`config.mk`:
```
export PLATFORM = sky130hd
export DESIGN_NAME = keypad_scanner_flat
export DESIGN_NICKNAME = d
export VERILOG_FILES = /design/src/rtl/keypad_scanner_pkg.sv /design/src/rtl/keypad_scanner_if.sv /design/src/rtl/keypad_scanner_row_scanner.sv /design/src/rtl/keypad_scanner.sv /design/src/flat_wrapper.sv
export SDC_FILE = /design/constraint.sdc
export NUM_CORES = 1
export LEC_CHECK = 0
export ABC_AREA = 0
export BUFFER_PORTS_ARGS = -buffer_cell sky130_fd_sc_hd__buf_2
export CORE_ASPECT_RATIO = 1.4
export CORE_MARGIN = 2
export CORE_UTILIZATION = 50
export DETAILED_ROUTE_END_ITERATION = 10
export HOLD_SLACK_MARGIN = 0.1
export PLACE_DENSITY = 0.78
export SLEW_MARGIN = 25
export SYNTH_ARGS = -nofsm -noshare
export SYNTH_HDL_FRONTEND = slang
export SYNTH_HIERARCHICAL = 1
export SYNTH_SLANG_ARGS = --single-unit
```
`constraint.sdc`:
```
create_clock -name clk -period 3.7 [get_ports clk]
set_clock_uncertainty 0.2 [all_clocks]
set_input_delay 0.74 -clock clk [delete_from_list [all_inputs] [get_ports clk]]
set_output_delay 0.74 -clock clk [all_outputs]
set_load 0.005 [all_outputs]
```
`src/rtl/keypad_scanner_pkg.sv`:
```
// Shared types and key-code constants for the keypad front end and the
// downstream letter-selection FSM.
package keypad_pkg;

  typedef enum logic [1:0] {
    IDLE,
    CHECK,
    HELD,
    RELEASE
  } scan_state_t;

  localparam logic [7:0] NO_KEY     = 8'h00;
  localparam logic [7:0] MULTI_KEY  = 8'hFF;
  localparam logic [3:0] ROW0_DRIVE = 4'b1000;

  // Bottom-row function keys consumed by the letter-selection FSM
  localparam logic [7:0] KEY_CLEAR         = 8'b0001_1000;
  localparam logic [7:0] KEY_BACKSPACE     = 8'b0001_0100;
  localparam logic [7:0] KEY_SUBMIT_LETTER = 8'b0001_0010;
  localparam logic [7:0] KEY_SUBMIT_WORD   = 8'b0001_0001;

  function automatic logic [7:0] make_key(input logic [1:0] row, input logic [1:0] col);
    logic [3:0] r;
    logic [3:0] c;
    r = ROW0_DRIVE >> row;
    c = 4'b1000 >> col;
    return {r, c};
  endfunction

  function automatic logic [2:0] count_ones(input logic [3:0] v);
    return 3'(v[0]) + 3'(v[1]) + 3'(v[2]) + 3'(v[3]);
  endfunction

endpackage

```
`src/rtl/keypad_scanner_if.sv`:
```
// Matrix lines and key-event outputs of the keypad scanner.
interface keypad_scanner_if;

  logic [3:0] col_in;
  logic [3:0] row_out;
  logic       strobe;
  logic [7:0] key_code;
  logic       key_held;
  logic       multi_key;

  modport master (
    input  col_in,
    output row_out,
    output strobe,
    output key_code,
    output key_held,
    output multi_key
  );

  modport slave (
    output col_in,
    input  row_out,
    input  strobe,
    input  key_code,
    input  key_held,
    input  multi_key
  );

endinterface

```
`src/rtl/keypad_scanner_row_scanner.sv`:
```
// Row driver, column synchronizer and per-frame accumulation: reduces one
// full matrix sweep to a single frame_key (a key, NO_KEY or MULTI_KEY).
module keypad_row_scanner
  import keypad_pkg::*;
#(
  parameter int SCAN_CYCLES = 16
) (
  input  logic       clk,
  input  logic       nRst,
  input  logic [3:0] col_in,
  output logic [3:0] row_out,
  output logic       frame_done,
  output logic [7:0] frame_key,
  output logic       frame_multi
);

  localparam int SLOT_W = $clog2(SCAN_CYCLES);
  localparam logic [SLOT_W-1:0] LAST_SLOT = SLOT_W'(SCAN_CYCLES - 1);

  logic [3:0]        col_meta;
  logic [3:0]        col_sync;
  logic [SLOT_W-1:0] slot;
  logic              sample_now;
  logic              frame_end;
  logic [2:0]        ones;
  logic              hit;
  logic              multi;
  logic [7:0]        cand;
  logic              hit_n;
  logic              multi_n;
  logic [7:0]        cand_n;

  always_ff @(posedge clk or negedge nRst) begin
    if (!nRst) begin
      col_meta <= '0;
      col_sync <= '0;
    end else begin
      col_meta <= col_in;
      col_sync <= col_meta;
    end
  end

  always_ff @(posedge clk or negedge nRst) begin
    if (!nRst) begin
      slot    <= '0;
      row_out <= ROW0_DRIVE;
    end else if (sample_now) begin
      slot    <= '0;
      row_out <= {row_out[0], row_out[3:1]};
    end else begin
      slot    <= slot + SLOT_W'(1);
    end
  end

  // Sample is folded in against the row still being driven; R3 closes the frame
  always_comb begin
    sample_now = (slot == LAST_SLOT);
    frame_end  = sample_now && (row_out == 4'b0001);
    ones       = count_ones(col_sync);
    hit_n      = hit;
    multi_n    = multi;
    cand_n     = cand;
    if (sample_now) begin
      if ((ones == 3'd1) && !hit) begin
        cand_n = {row_out, col_sync};
      end
      if ((ones >= 3'd2) || ((ones != 3'd0) && hit)) begin
        multi_n = 1'b1;
      end
      if (ones != 3'd0) begin
        hit_n = 1'b1;
      end
    end
  end

  always_ff @(posedge clk or negedge nRst) begin
    if (!nRst) begin
      hit         <= 1'b0;
      multi       <= 1'b0;
      cand        <= NO_KEY;
      frame_done  <= 1'b0;
      frame_key   <= NO_KEY;
      frame_multi <= 1'b0;
    end else begin
      frame_done <= frame_end;
      if (frame_end) begin
        frame_key   <= multi_n ? MULTI_KEY : (hit_n ? cand_n : NO_KEY);
        frame_multi <= multi_n;
        hit         <= 1'b0;
        multi       <= 1'b0;
        cand        <= NO_KEY;
      end else begin
        hit   <= hit_n;
        multi <= multi_n;
        cand  <= cand_n;
      end
    end
  end

endmodule

```
`src/rtl/keypad_scanner.sv`:
```
// 4x4 keypad scanner top: frame-level press/release debounce producing a
// one-cycle strobe and a held one-hot key code.
module keypad_scanner
  import keypad_pkg::*;
#(
  parameter int SCAN_CYCLES     = 16,
  parameter int DEBOUNCE_FRAMES = 4
) (
  input  logic              clk,
  input  logic              nRst,
  keypad_scanner_if.master  kp
);

  localparam int CNT_W = $clog2(DEBOUNCE_FRAMES + 1);
  localparam logic [CNT_W-1:0] CNT_LAST = CNT_W'(DEBOUNCE_FRAMES - 1);

  logic              frame_done;
  logic [7:0]        frame_key;
  logic              frame_multi;
  scan_state_t       state;
  scan_state_t       state_n;
  logic [7:0]        cand;
  logic [7:0]        cand_n;
  logic [CNT_W-1:0]  cnt;
  logic [CNT_W-1:0]  cnt_n;
  logic              is_key;
  logic              accept;
  logic              release_done;

  keypad_row_scanner #(
    .SCAN_CYCLES (SCAN_CYCLES)
  ) u_rows (
    .clk         (clk),
    .nRst        (nRst),
    .col_in      (kp.col_in),
    .row_out     (kp.row_out),
    .frame_done  (frame_done),
    .frame_key   (frame_key),
    .frame_multi (frame_multi)
  );

  assign kp.multi_key = frame_done & frame_multi;

  always_ff @(posedge clk or negedge nRst) begin
    if (!nRst) begin
      state <= IDLE;
      cand  <= NO_KEY;
      cnt   <= '0;
    end else begin
      state <= state_n;
      cand  <= cand_n;
      cnt   <= cnt_n;
    end
  end

  always_comb begin
    state_n      = state;
    cand_n       = cand;
    cnt_n        = cnt;
    accept       = 1'b0;
    release_done = 1'b0;
    is_key       = (frame_key != NO_KEY) && (frame_key != MULTI_KEY);
    if (frame_done) begin
      unique case (state)
        IDLE: begin
          if (is_key) begin
            cand_n = frame_key;
            cnt_n  = CNT_W'(1);
            if (DEBOUNCE_FRAMES == 1) begin
              accept  = 1'b1;
              state_n = HELD;
            end else begin
              state_n = CHECK;
            end
          end
        end
        CHECK: begin
          if (frame_key == cand) begin
            if (cnt == CNT_LAST) begin
              accept  = 1'b1;
              state_n = HELD;
            end else begin
              cnt_n = cnt + CNT_W'(1);
            end
          end else begin
            state_n = IDLE;
          end
        end
        // Anything but an empty frame keeps the key held, so no auto-repeat
        HELD: begin
          if (frame_key == NO_KEY) begin
            cnt_n = CNT_W'(1);
            if (DEBOUNCE_FRAMES == 1) begin
              release_done = 1'b1;
              state_n      = IDLE;
            end else begin
              state_n = RELEASE;
            end
          end
        end
        RELEASE: begin
          if (frame_key == NO_KEY) begin
            if (cnt == CNT_LAST) begin
              release_done = 1'b1;
              state_n      = IDLE;
            end else begin
              cnt_n = cnt + CNT_W'(1);
            end
          end else begin
            state_n = HELD;
          end
        end
        default: state_n = IDLE;
      endcase
    end
  end

  always_ff @(posedge clk or negedge nRst) begin
    if (!nRst) begin
      kp.strobe   <= 1'b0;
      kp.key_code <= NO_KEY;
      kp.key_held <= 1'b0;
    end else begin
      kp.strobe <= accept;
      if (accept) begin
        kp.key_code <= cand_n;
        kp.key_held <= 1'b1;
      end else if (release_done) begin
        kp.key_held <= 1'b0;
      end
    end
  end

endmodule
```
`src/flat_wrapper.sv`:
```
// flat-port wrapper written by rule: the top's interface ports become plain ports
module keypad_scanner_flat import keypad_pkg::*;
#(
  parameter int SCAN_CYCLES     = 16,
  parameter int DEBOUNCE_FRAMES = 4
)
  (clk, nRst, kp_col_in, kp_row_out, kp_strobe, kp_key_code, kp_key_held, kp_multi_key);
  keypad_scanner_if kp_i ();
  input  logic clk;
  input  logic nRst;
  input wire logic [$bits(kp_i.col_in)-1:0] kp_col_in;
  output wire logic [$bits(kp_i.row_out)-1:0] kp_row_out;
  output wire logic [$bits(kp_i.strobe)-1:0] kp_strobe;
  output wire logic [$bits(kp_i.key_code)-1:0] kp_key_code;
  output wire logic [$bits(kp_i.key_held)-1:0] kp_key_held;
  output wire logic [$bits(kp_i.multi_key)-1:0] kp_multi_key;
  assign kp_i.col_in = kp_col_in;
  assign kp_row_out = kp_i.row_out;
  assign kp_strobe = kp_i.strobe;
  assign kp_key_code = kp_i.key_code;
  assign kp_key_held = kp_i.key_held;
  assign kp_multi_key = kp_i.multi_key;
  keypad_scanner #(.SCAN_CYCLES(SCAN_CYCLES), .DEBOUNCE_FRAMES(DEBOUNCE_FRAMES)) u_core (.clk(clk), .nRst(nRst), .kp(kp_i));
endmodule
```
# Word-level counts from Yosys, hierarchy flattened
# Cells that the tools add are included.
word_totals:
  reg_bits: 59
  inputBits: 6
  word_cells: 88
classes:
  addsub: 5
  order_cmp: 1
  n_eq_ne: 15
  mux: 37
  bitwise: 1
  reduce_logical: 13
ops:
  columns: ["cell", "count"]
  rows:
  - ["$mux W8", 8]
  - ["$mux W1", 15]
  - ["$mux W3", 5]
  - ["$mux W2", 6]
  - ["$pmux W3 S4", 1]
  - ["$reduce_and A5 Y1", 2]
  - ["$eq A8 B8 Y1", 1]
  - ["$logic_not A8 Y1", 1]
  - ["$ne A2 B1 Y1 const B", 4]
  - ["$ne A8 B8 Y1 const B", 1]
  - ["$pmux W2 S4", 1]
  - ["$reduce_bool A8 Y1", 1]
  - ["$add A4 B1 Y4 const B", 1]
  - ["$eq A2 B2 Y1 const B", 2]
  - ["$eq A4 B1 Y1 const B", 1]
  - ["$eq A4 B4 Y1 const B", 1]
  - ["$logic_and A1 B1 Y1", 4]
  - ["$mux W4", 1]
  - ["$add A2 B1 Y3", 1]
  - ["$add A3 B1 Y3", 1]
  - ["$add A3 B1 Y3 const B", 1]
  - ["$eq A3 B1 Y1 const B", 1]
  - ["$eq A3 B2 Y1 const B", 1]
  - ["$ge A3 B2 Y1 const B", 1]
  - ["other kinds (10)", 10]

# Longest topological paths before layout
# Gate-level depths: netlist of the first run.
logic_depth:
  word_depth: 9
  depth_mapped: 10
  ltp_nobuf: 9

# Modules after synthesis
# Netlist of the first run, hierarchy kept.
modules_own_cells:
  columns: ["mod", "instances", "cells_per_inst", "area_each_um2", "seq_area_each_um2"]
  rows:
  - ["keypad_row_scanner", 1, 145, 1589.0, 902.1]
  - ["keypad_scanner", 1, 91, 1144.8, 575.6]

# Worst setup path before layout of the first run
# No wires, ideal clock.
synth_timing:
  path_type: "register to register"
  start: "register u_core.u_rows.col_sync[0]"
  end: "register u_core.u_rows.frame_key[3]"
  arrival_ns: 2.406
  slack_ns: 0.968
  path_stages_with_launch: 11
  n_path_buf: 1
  synth_period_minus_slack_ns: 2.732
  cell_sequence: "dfrtp_1 inv_1 fa_1 inv_1 ha_1 inv_1 ha_1 or3_4 buf_6 o2bb2ai_1 o32a_1"
synth_via:
  elab_chain_len: 9
synth_rtl:
  columns: ["item", "line_no", "rtl"]
  rows:
  - ["start: declaration", "keypad_scanner_row_scanner.sv:21", "logic [3:0] col_sync;"]
  - ["start signal: assignment", "keypad_scanner_row_scanner.sv:39", "col_sync <= col_meta;"]
  - ["$add A1 B1 Y2 (*)", "keypad_scanner_pkg.sv:31", "return 3'(v[0]) + 3'(v[1]) + 3'(v[2]) + 3'(v[3]);"]
  - ["$add A2 B1 Y3 (*)", "keypad_scanner_pkg.sv:31", null]
  - ["$add A3 B1 Y3 (*)", "keypad_scanner_pkg.sv:31", null]
  - ["branches (longest 5 deep; another with $ge A3 B2 Y1)", null, null]
  - ["$mux W8 (*)", "keypad_scanner_row_scanner.sv:87", "frame_key <= multi_n ? MULTI_KEY : (hit_n ? cand_n : NO_KEY);"]
  - ["end signal: assignment", "keypad_scanner_row_scanner.sv:87", null]
  - ["end: declaration", "keypad_scanner_row_scanner.sv:13", "output logic [7:0] frame_key,"]
# Every way passes the cells marked *.
# A chain may end at the register's enable or synchronous reset.

# Final worst setup path of the first run
layout_timing:
  start: "register u_core.u_rows.col_sync[0]"
  end: "register u_core.u_rows.frame_key[4]"
# The elaborated chain is that of the path after synthesis.

==> impl_metrics.toml, run 1 <==
[synth]
ys_ff_latch = 59
synth.distinct_cells = 44
synth_edf_count = 0
async_reset_ff_share_pct = 100
postSynthAreaPerCell_um2 = 11.6
synth_area_um2 = 2730
synth_ff_type = "dfrtp_1"
synthCells = 236
synth_nets = 249
ys_warn_count = 6
seq_area_frac_synth_pct = 54.1

[final_layout]
final_cells = 331
mostFrequentLayoutCells = "dfrtp_1, nand2_1, buf_2"
fin_nets = 273
areaGrowthSynthToFinish_pct = 11.4
n_antenna_cell = 0
final_common_cell = "dfrtp_1"
drive_gt1_share_pct = 24.2

[sta]
setup_viol = 0
tightest_slew_ps = 763
hold_viol = 0
fin_setup_tns_ps = 0
grt_setup_unrepaired = "no"
fin_crit_sh_pct = 78.6
fin_crit_ps = 2910
slew_violations = 0
fmax_mhz = 344
relSlewSlack_pct = 49.0

[clock_network]
cts-buffers-inserted = 9
clockBufferDepth = 2
cts.sinks = 59
cts_resized = 0
cts_tree = "built"
path_clk_slew_ps = 60
postCtsHoldBufs = 0
post_cts.repair.setup_buffers = 0
cts-root-buf = "clkbuf_8"
clk-insertion-delay-late_ps = 340
h-tree-depth = 3

[worst_hold_path]
holdPathEnd = "u_core/u_rows/col_sync[0]"
min_from = "u_core/u_rows/col_meta[0]"
hp-class = "register to register"
whs_path_depth = 0

[die]
start_util_pct = 52.2
rows = 31
die_x_um = 66.5
die_area_um2 = 6080
fp.dieH_um = 91.5
pin_count = 21
design.core.area_um2 = 5240

[drt]
vias = 1891
wl_um = 5070
dr.pass1.iters = 6
routedWlPerCell_um = 15.3
viasPerCell = 5.71
drc = 0
ant_nets = 0
drtIter0Drc = 151

[grt]
grt.overflow.total = 0
grt_pass1_vias = 1852
grt_pass1_wl_um = 8780
grt_max_degree = 49
grt_use_total_pct = 19.2
antenna_found_initial = 0

[place]
gp_congestion = 0.752
place_hpwl_um = 3580
dp_cells = 315
port_buffers = 20

[critical_path]
arrival_ps = 2930
reg2reg_from = "u_core/u_rows/col_sync[0]"
critPathKind = "register to register"
reg2reg_depth = 9
cp-start-kind = "register"
cp-end-kind = "register"
required_ps = 3720
worst-r2r-setup-slack_ps = 790
crit_path_max_fanout = 9
r2r-end = "u_core/u_rows/frame_key[4]"

[flow_run]
cap_viol_max_count = 0

[pwr]
total_power_mw = 1.22
p_leak_nw = 1.44
vdd_ir_drop_max_v = 0.000229
cellPowerDensity_nw_per_um2 = 402

[outcome]
outcome = "complete, no violations"
[synthesized netlist by cell type (2+ instances only)]
cell       count  share of area [%]
dfrtp_1       58                 53
nand2_1       24                3.3
mux2_2        17                7.0
o21ai_0       17                3.1
nand3_1       13                2.4
a21oi_1       11                2.0
inv_1         11                1.5
xnor2_1        8                2.6
nor3_1         7                1.3
ha_1           6                2.7
o2bb2ai_1      5                1.6
o32a_1         5                1.8
buf_2          4               0.73
clkbuf_1       4               0.55
nand4_1        4               0.92
nor2_1         4               0.55
and2_2         3               0.82
nor4_4         3                2.3
o22a_1         3               0.96
and2_1         2               0.46
buf_6          2               0.82
o22ai_1        2               0.46
or3_4          2               0.82
[cells by family after synthesis]
group                    count (synthesis)  synth area share [%]
XOR/XNOR                                 9                  2.88
buffers and inverters                   21                  3.62
AO/OA/AOI/OAI                           49                  11.8
multiplexers                            17                  7.00
AND/OR/NAND/NOR                         74                  17.2
adder cells (fa/ha/maj)                  7                  3.48
flip-flops                              59                  54.1
[registers in the layout, indices dropped and copies added, names as in the netlist, 2 cells and up]
| register | flops |
|---|---|
| u_core/cand | 8 |
| u_core/kp.key_code | 8 |
| u_core/u_rows/cand | 8 |
| u_core/u_rows/frame_key | 8 |
| u_core/u_rows/col_meta | 4 |
| u_core/u_rows/col_sync | 4 |
| u_core/u_rows/row_out | 4 |
| u_core/u_rows/slot | 4 |
| u_core/cnt | 3 |
| u_core/state | 2 |
[worst max-delay path by stage]
stage / from / end
final: u_core/u_rows/col_sync[0] / u_core/u_rows/frame_key[4]
after global routing: u_core/u_rows/col_sync[0] / u_core/u_rows/frame_key[3]
after CTS: u_core/u_rows/col_sync[0] / u_core/u_rows/frame_key[4]
after detailed placement: u_core/u_rows/col_sync[0] / u_core/u_rows/frame_key[4]
after global placement: u_core/u_rows/col_sync[0] / u_core/u_rows/frame_key[0]
after floorplan: u_core/u_rows/col_sync[0] / u_core/u_rows/frame_key[3]
[cell type report]
cell class | instances | area, um2
Tap cell | 66 | 82.6
Inverter | 11 | 41.3
Multi-Input combinational cell | 156 | 1160
Clock buffer | 16 | 160
Timing Repair Buffer | 23 | 125
Sequential cell | 59 | 1480
Fill cell | 471 | 2190
[critical path, cell delays in order (launching register included)]
cell and delay [ps]:
dfrtp_1 360, inv_1 70, fa_1 540, inv_1 40, ha_1 180, inv_1 60, ha_1 260, o31ai_1 370
nand4_2 290, o32a_1 420
[through the flow]
step / hold slack (ps) / cell area, um2 / setup slack, ps / utilization, %
floorplan: 131 / 2730 / 968 / -
global placement: 132 / 2880 / 912 / 55.0
detailed placement: 136 / 2880 / 774 / 55.0
CTS: 148 / 3040 / 775 / 58.1
global route: 152 / 3040 / 627 / 58.1
finish: 146 / 3040 / 790 / 58.1
[metal layers]
metal / track usage [%] / vias to the layer above / share of wire, % / wire length [um]
li1: - / 901 / - / -
met1: 21.8 / 938 / 39 / 2000
met2: 31.7 / 40 / 55 / 2770
met3: 5.33 / 12 / 3.4 / 174
met4: 10.7 / 0 / 2.5 / 125
met5: 0 / - / 0 / 0
[power by group]
part | total [mW] | switching, mW | internal (mW)
clock | 0.492 | 0.229 | 0.263
combinational | 0.0668 | 0.0410 | 0.0257
sequential | 0.665 | 0.00790 | 0.657
total | 1.22 | 0.278 | 0.946
No activity file was read; power rests on OpenSTA's default activity.
==> inputs of run 2 (changes only) <==
ABC_AREA = 1   (was 0)
clock period = 2.8 ns   (was 3.7 ns; I/O delays follow)
==> impl_metrics.toml, run 2 <==
[clock_network]
post_cts.repair.setup_buffers = 0
path_clk_slew_ps = 60
cts-buffers-inserted = 9
clk-insertion-delay-late_ps = 330
clockBufferDepth = 2
cts-root-buf = "clkbuf_8"
cts_tree = "built"
cts.sinks = 59
h-tree-depth = 3

[grt]
antenna_found_initial = 0
grt_pass1_vias = 1983
grt_max_degree = 35
grt_pass1_wl_um = 8430
grt.overflow.total = 0
grt_use_total_pct = 18.2

[worst_hold_path]
min_from = "kp_col_in[2]"
hp-class = "input port to register"
whs_path_depth = 1
holdPathEnd = "u_core/u_rows/col_meta[2]"

[drt]
wl_um = 4900
vias = 2011
drtIter0Drc = 156
dr.pass1.iters = 4
ant_nets = 0
drc = 0
routedWlPerCell_um = 11.9
viasPerCell = 4.89

[synth]
yosysMostFrequentCell = "nand2_1"
synth_area_um2 = 2800
synthTopCellsByCount = "nand2_1, dfrtp_1, nand3_1"
synth.area.top_cells = "dfrtp_1, nand2_1, nand3_1"
synthCells = 310
synth_nets = 323
yosys.area.top_type = "dfrtp_1"
seq_area_frac_synth_pct = 52.8
synth_top_area_share_pct = 51.9
synth.distinct_cells = 33
ys_warn_count = 6
synth_ff_type = "dfrtp_1"
synth_edf_count = 0
async_reset_ff_share_pct = 100
ys_ff_latch = 59
postSynthAreaPerCell_um2 = 9.03

[final_layout]
fin_nets = 352
final_common_cell = "nand2_1"
fillers = 481
mostFrequentLayoutCells = "nand2_1, dfrtp_1, nand3_1"
multi_input_area_um2 = 1140
ff_latch_area_um2 = 1480
n_antenna_cell = 0
drive_gt1_share_pct = 23.6
areaGrowthSynthToFinish_pct = 13.9

[place]
port_buffers = 20
gp_congestion = 0.887
place_hpwl_um = 3520

[die]
die_x_um = 67.2
start_util_pct = 51.4
fp.dieH_um = 92.5
design.core.area_um2 = 5450
die_area_um2 = 6220
rows = 32
pin_count = 21

[critical_path]
reg2reg_from = "u_core/u_rows/col_sync[0]"
r2r-end = "u_core/u_rows/frame_key[7]"
cp-start-kind = "register"
crit_path_max_fanout = 8
worst-r2r-setup-slack_ps = 230
arrival_ps = 2580
required_ps = 2810
critPathKind = "register to register"
cp-end-kind = "register"
reg2reg_depth = 14

[sta]
hold_viol = 0
fmax_mhz = 389
grt_setup_unrepaired = "no"
fin_setup_tns_ps = 0
slew_violations = 0
relSlewSlack_pct = 60.1
fin_crit_sh_pct = 91.7
setup_viol = 0
fin_crit_ps = 2570
tightest_slew_ps = 599

[pwr]
total_power_mw = 1.79
p_leak_nw = 1.69
vdd_ir_drop_max_v = 0.000355
cellPowerDensity_nw_per_um2 = 560

[flow_run]
cap_viol_max_count = 0

[outcome]
outcome = "complete, no violations"
==> run 2: kinds of logic (layout without fill, tap and decap cells) <==
family	Yosys count	count (layout)	share of synthesized area, %
buffers and inverters	39	72	6.39
AND/OR/NAND/NOR	169	169	28.8
flip-flops	59	59	52.8
AO/OA/AOI/OAI	29	29	6.35
multiplexers	1	1	0.402
XOR/XNOR	6	6	1.88
adder cells (fa/ha/maj)	7	7	3.40
==> run 2: area by class of cell <==
| cell class | count | area share [%] |
|---|---|---|
| Sequential cell | 59 | 46.4 |
| Multi-Input combinational cell | 212 | 35.9 |
| Clock inverter | 5 | 2.43 |
| Timing Repair Buffer | 22 | 4.08 |
| Tap cell | 68 | 2.67 |
| Inverter | 35 | 4.24 |
| Clock buffer | 10 | 4.32 |
==> run 2: report_power, final <==
group	switching [mW]	internal (mW)	total, mW
Combinational	0.0488	0.0232	0.0721
Sequential	0.00476	0.868	0.873
Clock	0.325	0.517	0.841
Total	0.378	1.41	1.79
==> run 2: timing repair <==
item	CTS	global route
endpoints found under the setup margin	0	8
hold buffers	1	0
hold endpoints to repair	25	0
resized for setup	0	1
==> run 2: per-stage QoR <==
stage	utilization [%]	cell area, um2	hold WS, ps	instances	setup WS, ps
after floorplan	-	2800	64.4	310	413
after global placement	54.4	2960	134	395	343
after detailed placement	54.4	2960	136	395	163
after CTS	58.5	3190	114	411	159
after global routing	58.5	3190	106	411	56.8
final	58.5	3190	128	411	232
==> run 2: metal layers <==
| layer | global-route usage, % | vias up | part of all wire (%) |
|---|---|---|---|
| met3 | 6.20 | 6 | 3.7 |
| met5 | 0 | - | 0 |
| met2 | 31.4 | 29 | 53 |
| li1 | - | 1036 | - |
| met4 | 8.16 | 0 | 1.6 |
| met1 | 19.7 | 940 | 42 |
==> run 2: critical path: stages, from the launching register on <==
cell and delay, ps:
dfrtp_1 350, inv_1 70, fa_1 530, inv_1 40
ha_1 180, inv_1 60, ha_1 240, nor2_2 190
nand2_1 110, nand2_1 80, nand2_1 70, nand2_2 60
clkinv_2 110, nand2_1 80, nand3_1 70
==> run 2: worst max-delay path by stage <==
stage / from / to / depth (start not counted)
2_1_floorplan: u_core/u_rows/col_sync[0] / u_core/u_rows/frame_key[4] / 14
3_3_place_gp: u_core/u_rows/col_sync[0] / u_core/u_rows/frame_key[3] / 14
3_5_place_dp: u_core/u_rows/col_sync[0] / u_core/u_rows/frame_key[5] / 14
4_1_cts: u_core/u_rows/col_sync[0] / u_core/u_rows/frame_key[5] / 14
5_1_grt: u_core/u_rows/col_sync[0] / u_core/u_rows/frame_key[1] / 14
6_report: u_core/u_rows/col_sync[0] / u_core/u_rows/frame_key[7] / 14
